==> config.mk <==
export PLATFORM = sky130hd
export DESIGN_NAME = alu_res_fmt
export DESIGN_NICKNAME = d
export VERILOG_FILES = /design/src/rtl/alu_fmt_pkg.sv /design/src/rtl/alu_bin2bcd.sv /design/src/rtl/alu_res_fmt.sv
export SDC_FILE = /design/constraint.sdc
export NUM_CORES = 1
export LEC_CHECK = 0
export BUFFER_PORTS_ARGS = -buffer_cell sky130_fd_sc_hd__buf_2
export CAP_MARGIN = 20
export CELL_PAD_IN_SITES_DETAIL_PLACEMENT = 0
export CELL_PAD_IN_SITES_GLOBAL_PLACEMENT = 1
export CORE_MARGIN = 2
export CORE_UTILIZATION = 44
export DETAILED_ROUTE_END_ITERATION = 6
export PLACE_DENSITY = 0.78
export SLEW_MARGIN = 40
export SYNTH_ARGS = -nofsm -noshare
export SYNTH_HDL_FRONTEND = slang
export SYNTH_SLANG_ARGS = --single-unit
==> constraint.sdc <==
create_clock -name clk -period 2.15 [get_ports clk]
set_input_delay 0.43 -clock clk [delete_from_list [all_inputs] [get_ports clk]]
set_output_delay 0.43 -clock clk [all_outputs]
set_load 0.005 [all_outputs]
==> src/rtl/alu_fmt_pkg.sv <==
// Shared constants, FSM state encoding and small helpers for the ALU result formatter.
package alu_fmt_pkg;

   localparam logic [3:0] DT_SIGNED   = 4'h1;

   localparam logic [7:0] ASCII_ZERO  = 8'h30;
   localparam logic [7:0] ASCII_MINUS = 8'h2D;
   localparam logic [7:0] ASCII_X     = 8'h78;
   localparam logic [7:0] ASCII_CR    = 8'h0D;
   localparam logic [7:0] ASCII_LF    = 8'h0A;
   localparam logic [7:0] ASCII_EQ    = 8'h3D;

   typedef enum logic [3:0] {
      ST_IDLE,
      ST_ABS,
      ST_CONV,
      ST_SCAN,
      ST_SEND_SIGN,
      ST_SEND_DIG,
      ST_SEND_CR,
      ST_SEND_LF,
      ST_DONE
   } fmt_state_e;

   // Index of the most significant nonzero BCD digit; 0 when the value is zero.
   function automatic logic [3:0] msd_index(input logic [39:0] bcd);
      logic [3:0] idx;
      idx = 4'd0;
      for (int i = 1; i < 10; i++) begin
         if (bcd[i*4 +: 4] != 4'd0) idx = 4'(i);
      end
      return idx;
   endfunction

   function automatic logic [7:0] hex_ascii(input logic [3:0] nib);
      return (nib < 4'd10) ? (8'h30 + {4'h0, nib}) : (8'h37 + {4'h0, nib});
   endfunction

endpackage

==> src/rtl/alu_bin2bcd.sv <==
// Iterative double-dabble: 32-bit binary to 10 BCD digits, one bit per cycle.
module alu_bin2bcd (
   input  logic        clk,
   input  logic        n_rst,
   input  logic        start_i,
   input  logic [31:0] bin_i,
   output logic [39:0] bcd_o,
   output logic        done_o
);

   logic [31:0] bin_q;
   logic [39:0] bcd_q;
   logic [39:0] adj;
   logic [4:0]  cnt_q;
   logic        busy_q;
   logic        done_q;

   // NOTE: every variable assigned in always_comb gets a default first, so no latch is inferred.
   always_comb begin
      adj = bcd_q;
      for (int i = 0; i < 10; i++) begin
         if (adj[i*4 +: 4] >= 4'd5) adj[i*4 +: 4] = adj[i*4 +: 4] + 4'd3;
      end
   end

   // NOTE: state registers use non-blocking assignments so all flops update together on the edge.
   always_ff @(posedge clk or negedge n_rst) begin
      if (!n_rst) begin
         bin_q  <= '0;
         bcd_q  <= '0;
         cnt_q  <= '0;
         busy_q <= 1'b0;
         done_q <= 1'b0;
      end else if (start_i) begin
         bin_q  <= bin_i;
         bcd_q  <= '0;
         cnt_q  <= '0;
         busy_q <= 1'b1;
         done_q <= 1'b0;
      end else if (busy_q) begin
         bin_q  <= {bin_q[30:0], 1'b0};
         bcd_q  <= {adj[38:0], bin_q[31]};
         cnt_q  <= cnt_q + 5'd1;
         busy_q <= (cnt_q != 5'd31);
         done_q <= (cnt_q == 5'd31);
      end else begin
         done_q <= 1'b0;
      end
   end

   assign bcd_o  = bcd_q;
   assign done_o = done_q;

endmodule

==> src/rtl/alu_res_fmt.sv <==
// Formats the ALU result as an ASCII decimal string over a valid/ready byte stream.
// Optional hex output ("0x" + 8 digits) is enabled with macro ALU_RES_FMT_HEX_EN.
module alu_res_fmt
   import alu_fmt_pkg::*;
#(
   parameter bit SEND_CR = 1'b1,
   parameter bit SEND_LF = 1'b1
) (
   input  logic        clk,
   input  logic        n_rst,
   input  logic        alu_done,
   input  logic [3:0]  dtype,
   input  logic [31:0] calc_res,
`ifdef ALU_RES_FMT_HEX_EN
   input  logic        hex_mode,
`endif
   input  logic        tx_ready,
   output logic        tx_valid,
   output logic [7:0]  tx_data,
   output logic        fmt_busy,
   output logic        fmt_done
);

   fmt_state_e  state_q, state_d;
   logic        alu_done_q;
   logic [31:0] res_q, res_d;
   logic        neg_q, neg_d;
   logic        hex_q, hex_d;
   logic [3:0]  idx_q, idx_d;

   logic        start;
   logic        hex_in;
   logic        xfer;
   logic [31:0] mag;
   logic [39:0] bcd;
   logic        bcd_done;
   fmt_state_e  after_dig;

`ifdef ALU_RES_FMT_HEX_EN
   assign hex_in = hex_mode;
`else
   assign hex_in = 1'b0;
`endif

   assign start     = alu_done & ~alu_done_q;
   assign xfer      = tx_valid & tx_ready;
   assign mag       = neg_q ? (~res_q + 32'd1) : res_q;
   assign after_dig = SEND_CR ? ST_SEND_CR : (SEND_LF ? ST_SEND_LF : ST_DONE);

   alu_bin2bcd u_bin2bcd (
      .clk     (clk),
      .n_rst   (n_rst),
      .start_i (state_q == ST_ABS),
      .bin_i   (mag),
      .bcd_o   (bcd),
      .done_o  (bcd_done)
   );

   always_comb begin
      state_d = state_q;
      res_d   = res_q;
      neg_d   = neg_q;
      hex_d   = hex_q;
      idx_d   = idx_q;
      case (state_q)
         ST_IDLE: begin
            if (start) begin
               res_d = calc_res;
               hex_d = hex_in;
               neg_d = ~hex_in & (dtype == DT_SIGNED) & calc_res[31];
               if (hex_in) begin
                  state_d = ST_SEND_SIGN;
                  idx_d   = 4'd1;
               end else begin
                  state_d = ST_ABS;
               end
            end
         end
         ST_ABS:  state_d = ST_CONV;
         ST_CONV: if (bcd_done) state_d = ST_SCAN;
         ST_SCAN: begin
            idx_d   = msd_index(bcd);
            state_d = neg_q ? ST_SEND_SIGN : ST_SEND_DIG;
         end
         ST_SEND_SIGN: begin
            // In hex mode this state carries the two-byte "0x" prefix, counted by idx.
            if (xfer) begin
               if (hex_q && idx_q[0]) begin
                  idx_d = 4'd0;
               end else begin
                  state_d = ST_SEND_DIG;
                  if (hex_q) idx_d = 4'd7;
               end
            end
         end
         ST_SEND_DIG: begin
            if (xfer) begin
               if (idx_q != 4'd0) idx_d = idx_q - 4'd1;
               else               state_d = after_dig;
            end
         end
         ST_SEND_CR: if (xfer) state_d = SEND_LF ? ST_SEND_LF : ST_DONE;
         ST_SEND_LF: if (xfer) state_d = ST_DONE;
         ST_DONE:    state_d = ST_IDLE;
         default:    state_d = ST_IDLE;
      endcase
   end

   always_ff @(posedge clk or negedge n_rst) begin
      if (!n_rst) begin
         state_q    <= ST_IDLE;
         alu_done_q <= 1'b0;
         res_q      <= '0;
         neg_q      <= 1'b0;
         hex_q      <= 1'b0;
         idx_q      <= '0;
      end else begin
         state_q    <= state_d;
         alu_done_q <= alu_done;
         res_q      <= res_d;
         neg_q      <= neg_d;
         hex_q      <= hex_d;
         idx_q      <= idx_d;
      end
   end

   // Outputs decode registered state only, so they hold steady while tx_ready is low.
   always_comb begin
      tx_valid = 1'b0;
      tx_data  = 8'h00;
      case (state_q)
         ST_SEND_SIGN: begin
            tx_valid = 1'b1;
            tx_data  = hex_q ? (idx_q[0] ? ASCII_ZERO : ASCII_X) : ASCII_MINUS;
         end
         ST_SEND_DIG: begin
            tx_valid = 1'b1;
            tx_data  = hex_q ? hex_ascii(res_q[{idx_q[2:0], 2'b00} +: 4])
                             : (ASCII_ZERO + {4'h0, bcd[{idx_q, 2'b00} +: 4]});
         end
         ST_SEND_CR: begin
            tx_valid = 1'b1;
            tx_data  = ASCII_CR;
         end
         ST_SEND_LF: begin
            tx_valid = 1'b1;
            tx_data  = ASCII_LF;
         end
         default: ;
      endcase
   end

   assign fmt_busy = (state_q != ST_IDLE) && (state_q != ST_DONE);
   assign fmt_done = (state_q == ST_DONE);

endmodule

# Word-level counts from Yosys, hierarchy flattened

Index checks and enable logic that the tools add are counted.

$add $sub $neg: 14
Order comparisons: 10
Eq/ne operators: 20
Shifts and indexed selects: 1
Muxes and demuxes: 44
Bitwise logic cells: 6
Reduce and logical (&&, ||, !) cells: 19

Operator list:

| cell                                                              | count |
|---|---|
| two-way mux 4 bit                                                 | 26 |
| two-way mux 32 bit                                                | 3 |
| two-way mux 40 bit                                                | 2 |
| nonzero test 4 bit                                                | 11 |
| greater-or-equal comparator 4 x 3 -> 1 bit, second input constant | 10 |
| indexed part select 40 x 7 -> 4 bit                               | 1 |
| adder 4 x 2 -> 4 bit, second input constant                       | 9 |
| adder 32 x 1 -> 32 bit, second input constant                     | 1 |
| NOT 32 bit                                                        | 1 |
| case mux 4 bit (8 select lines)                                   | 1 |
| case mux 7 bit (4 select lines)                                   | 1 |
| equality test 4 x 3 -> 1 bit, second input constant               | 4 |
| != test 2 bit, second input constant                              | 7 |
| two-way mux 5 bit                                                 | 2 |
| equality test 4 x 1 -> 1 bit, second input constant               | 2 |
| equality test 4 x 2 -> 1 bit, second input constant               | 2 |
| case mux 4 bit (2 select lines)                                   | 1 |
| adder 6 x 4 -> 7 bit, first input constant                        | 1 |
| two-way mux 1 bit                                                 | 7 |
| AND reduction 7 bit                                               | 1 |
| adder 5 x 1 -> 5 bit, second input constant                       | 1 |
| equality test 5 bit, second input constant                        | 1 |
| != test 5 bit, second input constant                              | 1 |
| AND reduction 5 bit                                               | 1 |
| other kinds (14)                                                  | 17 |

Register bits after elaboration: 121
Input port bits: 40
Output and inout bits: 11
Word-level logic and storage cells: 124

# Logic depth before layout (Yosys ltp)

Word-level depth: 11
Depth in mapped cells: 9
Mapped depth without buffers: 7

# Hierarchy

From an unflattened synthesis, not the netlist that was laid out.

Cell total of the unflattened synthesis: 751
Area, all modules: 7547.2 µm²

Modules (own cells, without submodules):

| module      | times used | cells each | area each (µm²) | sequential area each (µm²) |
|---|---|---|---|---|
| alu_bin2bcd | 1          | 450        | 4395.5          | 1976.9 |
| alu_res_fmt | 1          | 301        | 3151.8          | 1051.0 |

# Worst setup path after synthesis

OpenSTA, ideal clock, no wires.

Path type: flip-flop to flip-flop
From: register idx_q[0]
To: register idx_q[0]
Library setup time: 0.087 ns
Arrival time: 2.016 ns
Data required time: 2.063 ns
Setup slack: 0.048 ns
Cell stages (with the launch flop): 10
Path buffers: 2
Clock period less this slack: 2.102 ns
Path through: dfrtp_1 > buf_2 > buf_2 > inv_1 > ha_1 > nor3b_1 > o31ai_1 > nand3_1 > or3_1 > o211ai_1

Cells in the longest elaborated chain, start to end: 4
Elaborated cells between the ends (all ways): 7
Those cells by class: add/sub (1); eq/ne (1); mux (3); reduce/logical (2)

RTL lines:

| item                            | RTL line           | text |
|---|---|---|
| from (decl)                     | alu_res_fmt.sv:29  | `logic [3:0] idx_q, idx_d;` |
| from (signal assigned)          | alu_res_fmt.sv:123 | `idx_q <= idx_d;` |
| subtractor 4 x 1 -> 4 bit       | alu_res_fmt.sv:98  | `if (idx_q != 4'd0) idx_d = idx_q - 4'd1;` |
| two-way mux 4 bit               | alu_res_fmt.sv:98  |  |
| two-way mux 4 bit               | alu_res_fmt.sv:97  | `if (xfer) begin` |
| case mux 4 bit (2 select lines) | alu_res_fmt.sv:65  | `case (state_q)` |

Several ways; a longest one is shown, not always the timed one. The select of a mux whose other input is x is not followed.
A chain may end at the register's enable or synchronous reset.

# Final worst setup path

From: register idx_q[0]
To: output port tx_data[0]

Cells in the longest elaborated chain, start to end: 3

RTL lines:

| item                                | RTL line           | text |
|---|---|---|
| indexed part select 40 x 7 -> 4 bit | alu_res_fmt.sv:139 | `: (ASCII_ZERO + {4'h0, bcd[{idx_q, 2'b00} +: 4]});` |
| adder 6 x 4 -> 7 bit                | alu_res_fmt.sv:139 |  |
| case mux 7 bit (4 select lines)     | alu_res_fmt.sv:131 | `case (state_q)` |
| to (decl)                           | alu_res_fmt.sv:19  | `output logic [7:0] tx_data,` |

Every way passes these cells.

==> qor.yml <==
die:
  coreArea_um2: 16000
  start_util_pct: 45.3
  die_x_um: 132
  ioPinCount: 51
  die-area_um2: 17500
  die_y_um: 132
  num_rows: 46
worst_setup_path:
  cp.arrival_ns: 2.01
  cp_num_cells: 6
  rr_endpoint: "idx_q[1]"
  crit_chain: "buf_6 -> mux4_2 -> mux2i_1 -> o221ai_1 -> and3_1 -> buf_2"
  required_ns: 1.72
  cpMaxStageDelayCell: "mux4_2"
  crit_fanout: 5
  crit_end: "tx_data[0]"
  cpLargestDelayFamily: "multiplexers"
  critPathKind: "reg2out"
  reg2reg_depth: 10
  r2r_slack_ns: -0.02
  cpPeakStageDelay_ns: 0.51
  r2r-start: "idx_q[0]"
  crit_start: "idx_q[0]"
  end_kind: "primary output"
  timing.critical_path.buf_inv: 2
  cp-start-kind: "flop"
place:
  io_buffer_count: 48
  dp_hpwl_mm: 11.2
  gp_congestion: 0.849
  place_ws_ns: -0.145
  place_area_um2: 7950
timing:
  period_needed_ns: 2.44
  worstMarginPinSlew_ns: 0.519
  fmax_mhz: 411
  finalCritPeriodShare_pct: 113
  max_slew_margin_pct: 65.4
  finalSetupViolations: 7
  worst_slack_ns: -0.286
  rsz0062_at_grt: "true"
  slew_viol_final: 0
  hold_viol_final: 0
  skew_ns: 0.00920
power_and_ir_drop:
  pwr-share-comb_pct: 45.2
  seqPwrFrac_pct: 33.4
  intPower_uw: 8320
  power_uw: 13500
  clkPwrFrac_pct: 21.4
  p_sw_uw: 5200
  leakage_uw: 0.00390
  powerDensity_nw_per_um2: 1570
  ir_worst_vdd_mv: 0.820
  swShare_pct: 38.5
clock_network:
  clk_latency_ns: 0.41
  clock_path_buffers: 2
  numCtsBuffers: 17
  cts_tree: "built"
  cts-htree-levels: 4
  clockRootBuffer: "clkbuf_16"
  cts.sinks: 121
  path_clk_slew_ns: 0.06
cells_and_area:
  design_area_um2: 8620
  drive_gt1_share_pct: 23.4
  multiInputGateArea_um2: 3970
  layout_common_cells: "119 x dfrtp_1, 60 x a21oi_1, 56 x nor2_1"
  final_common_cell: "dfrtp_1"
  seq_area_um2: 3030
  nFillCells: 1452
  syn2layout_area_growth_pct: 18.8
  antenna_cells: 0
  fin_nets: 860
detailed_routing:
  antenna_left: 0
  drt-initial-drc-count: 244
  vias: 5600
  wl_mm: 16.0
  wl_per_cell_um: 15.7
  vias_per_cell: 5.47
  drc: 0
  firstDrtPassIters: 5
synth:
  synthAdderAreaFrac_pct: 4.14
  syn_inst: 723
  synth-edff-count: 0
  synth_compound_area_share_pct: 15.4
  synth_simple_gate_area_share_pct: 15.5
  syn_avg_cell_area_um2: 10.0
  ys_seq_elements: 121
  ys_types: 61
  synthXorXnorAreaFrac_pct: 4.83
  ys.warnings.count: 0
  synthMuxAreaShare_pct: 14.4
  async_reset_ff_share_pct: 100
  synth-seq-area-share_pct: 41.7
  synth_top_family_by_area: "simple AND/OR/NAND/NOR gates"
  ys.flop_type: "dfrtp_1"
  syn_area_um2: 7260
global_routing:
  globalRouteOverflowTotal: 0
  track_usage_pct: 19.4
  grt_pass1_vias: 5646
  grt_pass1_wl_mm: 27.6
  antenna_found_initial: 0
  grt_start_max_net_pins: 67
run:
  cap_violations: 0
worst_hold_path:
  hold_class: "in2reg"
run_status:
  violations: "negative setup slack"
  status: "finished with violations"
how the worst min path moves through the flow:
stage	start	end	slack (ns)	depth (start not counted)
2_1_floorplan	n_rst	alu_done_q	0.13	0
3_3_place_gp	n_rst	u_bin2bcd.bcd_o[21]	0.37	1
3_5_place_dp	n_rst	u_bin2bcd.bcd_o[20]	0.38	1
4_1_cts	alu_done	alu_done_q	0.13	1
5_1_grt	alu_done	alu_done_q	0.14	1
6_report	alu_done	alu_done_q	0.15	1
cells in the mapped netlist (5+ instances only):
cell / instances / share of area (%)
ha_1: 24 / 4.1
buf_2: 7 / 0.48
nor2_1: 57 / 2.9
dfrtp_1: 121 / 42
xor2_1: 25 / 3.0
nor2b_1: 24 / 2.1
clkbuf_1: 21 / 1.1
a211oi_1: 31 / 3.2
nand2b_1: 14 / 1.2
or3_1: 5 / 0.43
mux2i_1: 49 / 6.8
mux4_2: 8 / 2.5
o21ai_0: 41 / 2.8
a21oi_1: 60 / 4.1
o31ai_1: 8 / 0.83
buf_1: 8 / 0.41
nor3_1: 7 / 0.48
nor3b_1: 12 / 1.2
mux2_2: 33 / 5.1
inv_1: 31 / 1.6
nand3_1: 15 / 1.0
xnor2_1: 15 / 1.8
nand2_1: 45 / 2.3
repair_timing:
item | CTS | global route
hold buffers | 1 | 0
setup buffers | 5 | 0
resized for setup | 6 | 7
endpoints found under the setup margin | 12 | 10
pin swaps | 7 | 5
hold endpoints to repair | 22 | 0
per-stage QoR:
stage	instances	utilization, %	hold WS (ns)	TNS [ns]
final	1023	53.9	0.151	-1.09
after detailed placement	988	49.7	0.377	-0.596
after floorplan	724	-	0.134	0
after global placement	988	49.7	0.370	-0.152
after CTS	1023	53.8	0.130	-1.06
after global routing	1023	53.9	0.137	-2.00
final cells by class:
type / instances / area share [%]
flip-flops and latches: 121 / 35.2
clock inverters: 7 / 1.36
inverters: 31 / 1.35
multi-input cells: 533 / 46.0
clock buffers: 23 / 5.54
well taps: 216 / 3.13
repair buffers: 92 / 7.39
cells by family (layout without fill, tap and decap cells):
family,Yosys count,after routing
buffers and inverters,70,153
other,1,2
DFF,121,121
and+or+nand+nor,206,206
xor gates and xnor gates,40,40
AOI/OAI and AO/OA,171,171
muxes,90,90
adders and majority gates,24,24
registers in the layout (all words and copies together), names as in the netlist:
name	count
neg_q	1
alu_done_q	1
res_q	32
u_bin2bcd.bin_q	32
u_bin2bcd.cnt_q	5
u_bin2bcd.done_o	1
u_bin2bcd.bcd_o	40
idx_q	4
u_bin2bcd.busy_q	1
state_q	4
layer usage:
layer / wire [µm] / track usage, % / vias to the layer above
li1: - / - / 2736
met1: 7400 / 25.6 / 2745
met2: 7860 / 31.4 / 104
met3: 538 / 4.02 / 15
met4: 223 / 7.89 / 0
met5: 0 / 0 / -
worst reg2reg max path, cell delays in order (launching register included):
cell and delay [ns]:
dfrtp_2 0.37, buf_4 0.15, buf_8 0.13, inv_1 0.06
ha_1 0.21, nor3b_1 0.15, o31ai_1 0.34, nand3_1 0.19
buf_4 0.18, buf_4 0.13, o21ai_0 0.17
power by group through the flow:
stage,logic [µW],clock network (µW),registers [µW]
6_report,6110,2900,4510
4_1_cts,6110,2960,4510
2_1_floorplan,4520,0,4180
3_3_place_gp,5730,0,4520
5_1_grt,6900,3060,4690
3_5_place_dp,5940,0,4580
Power figures use the tool's default switching activity.
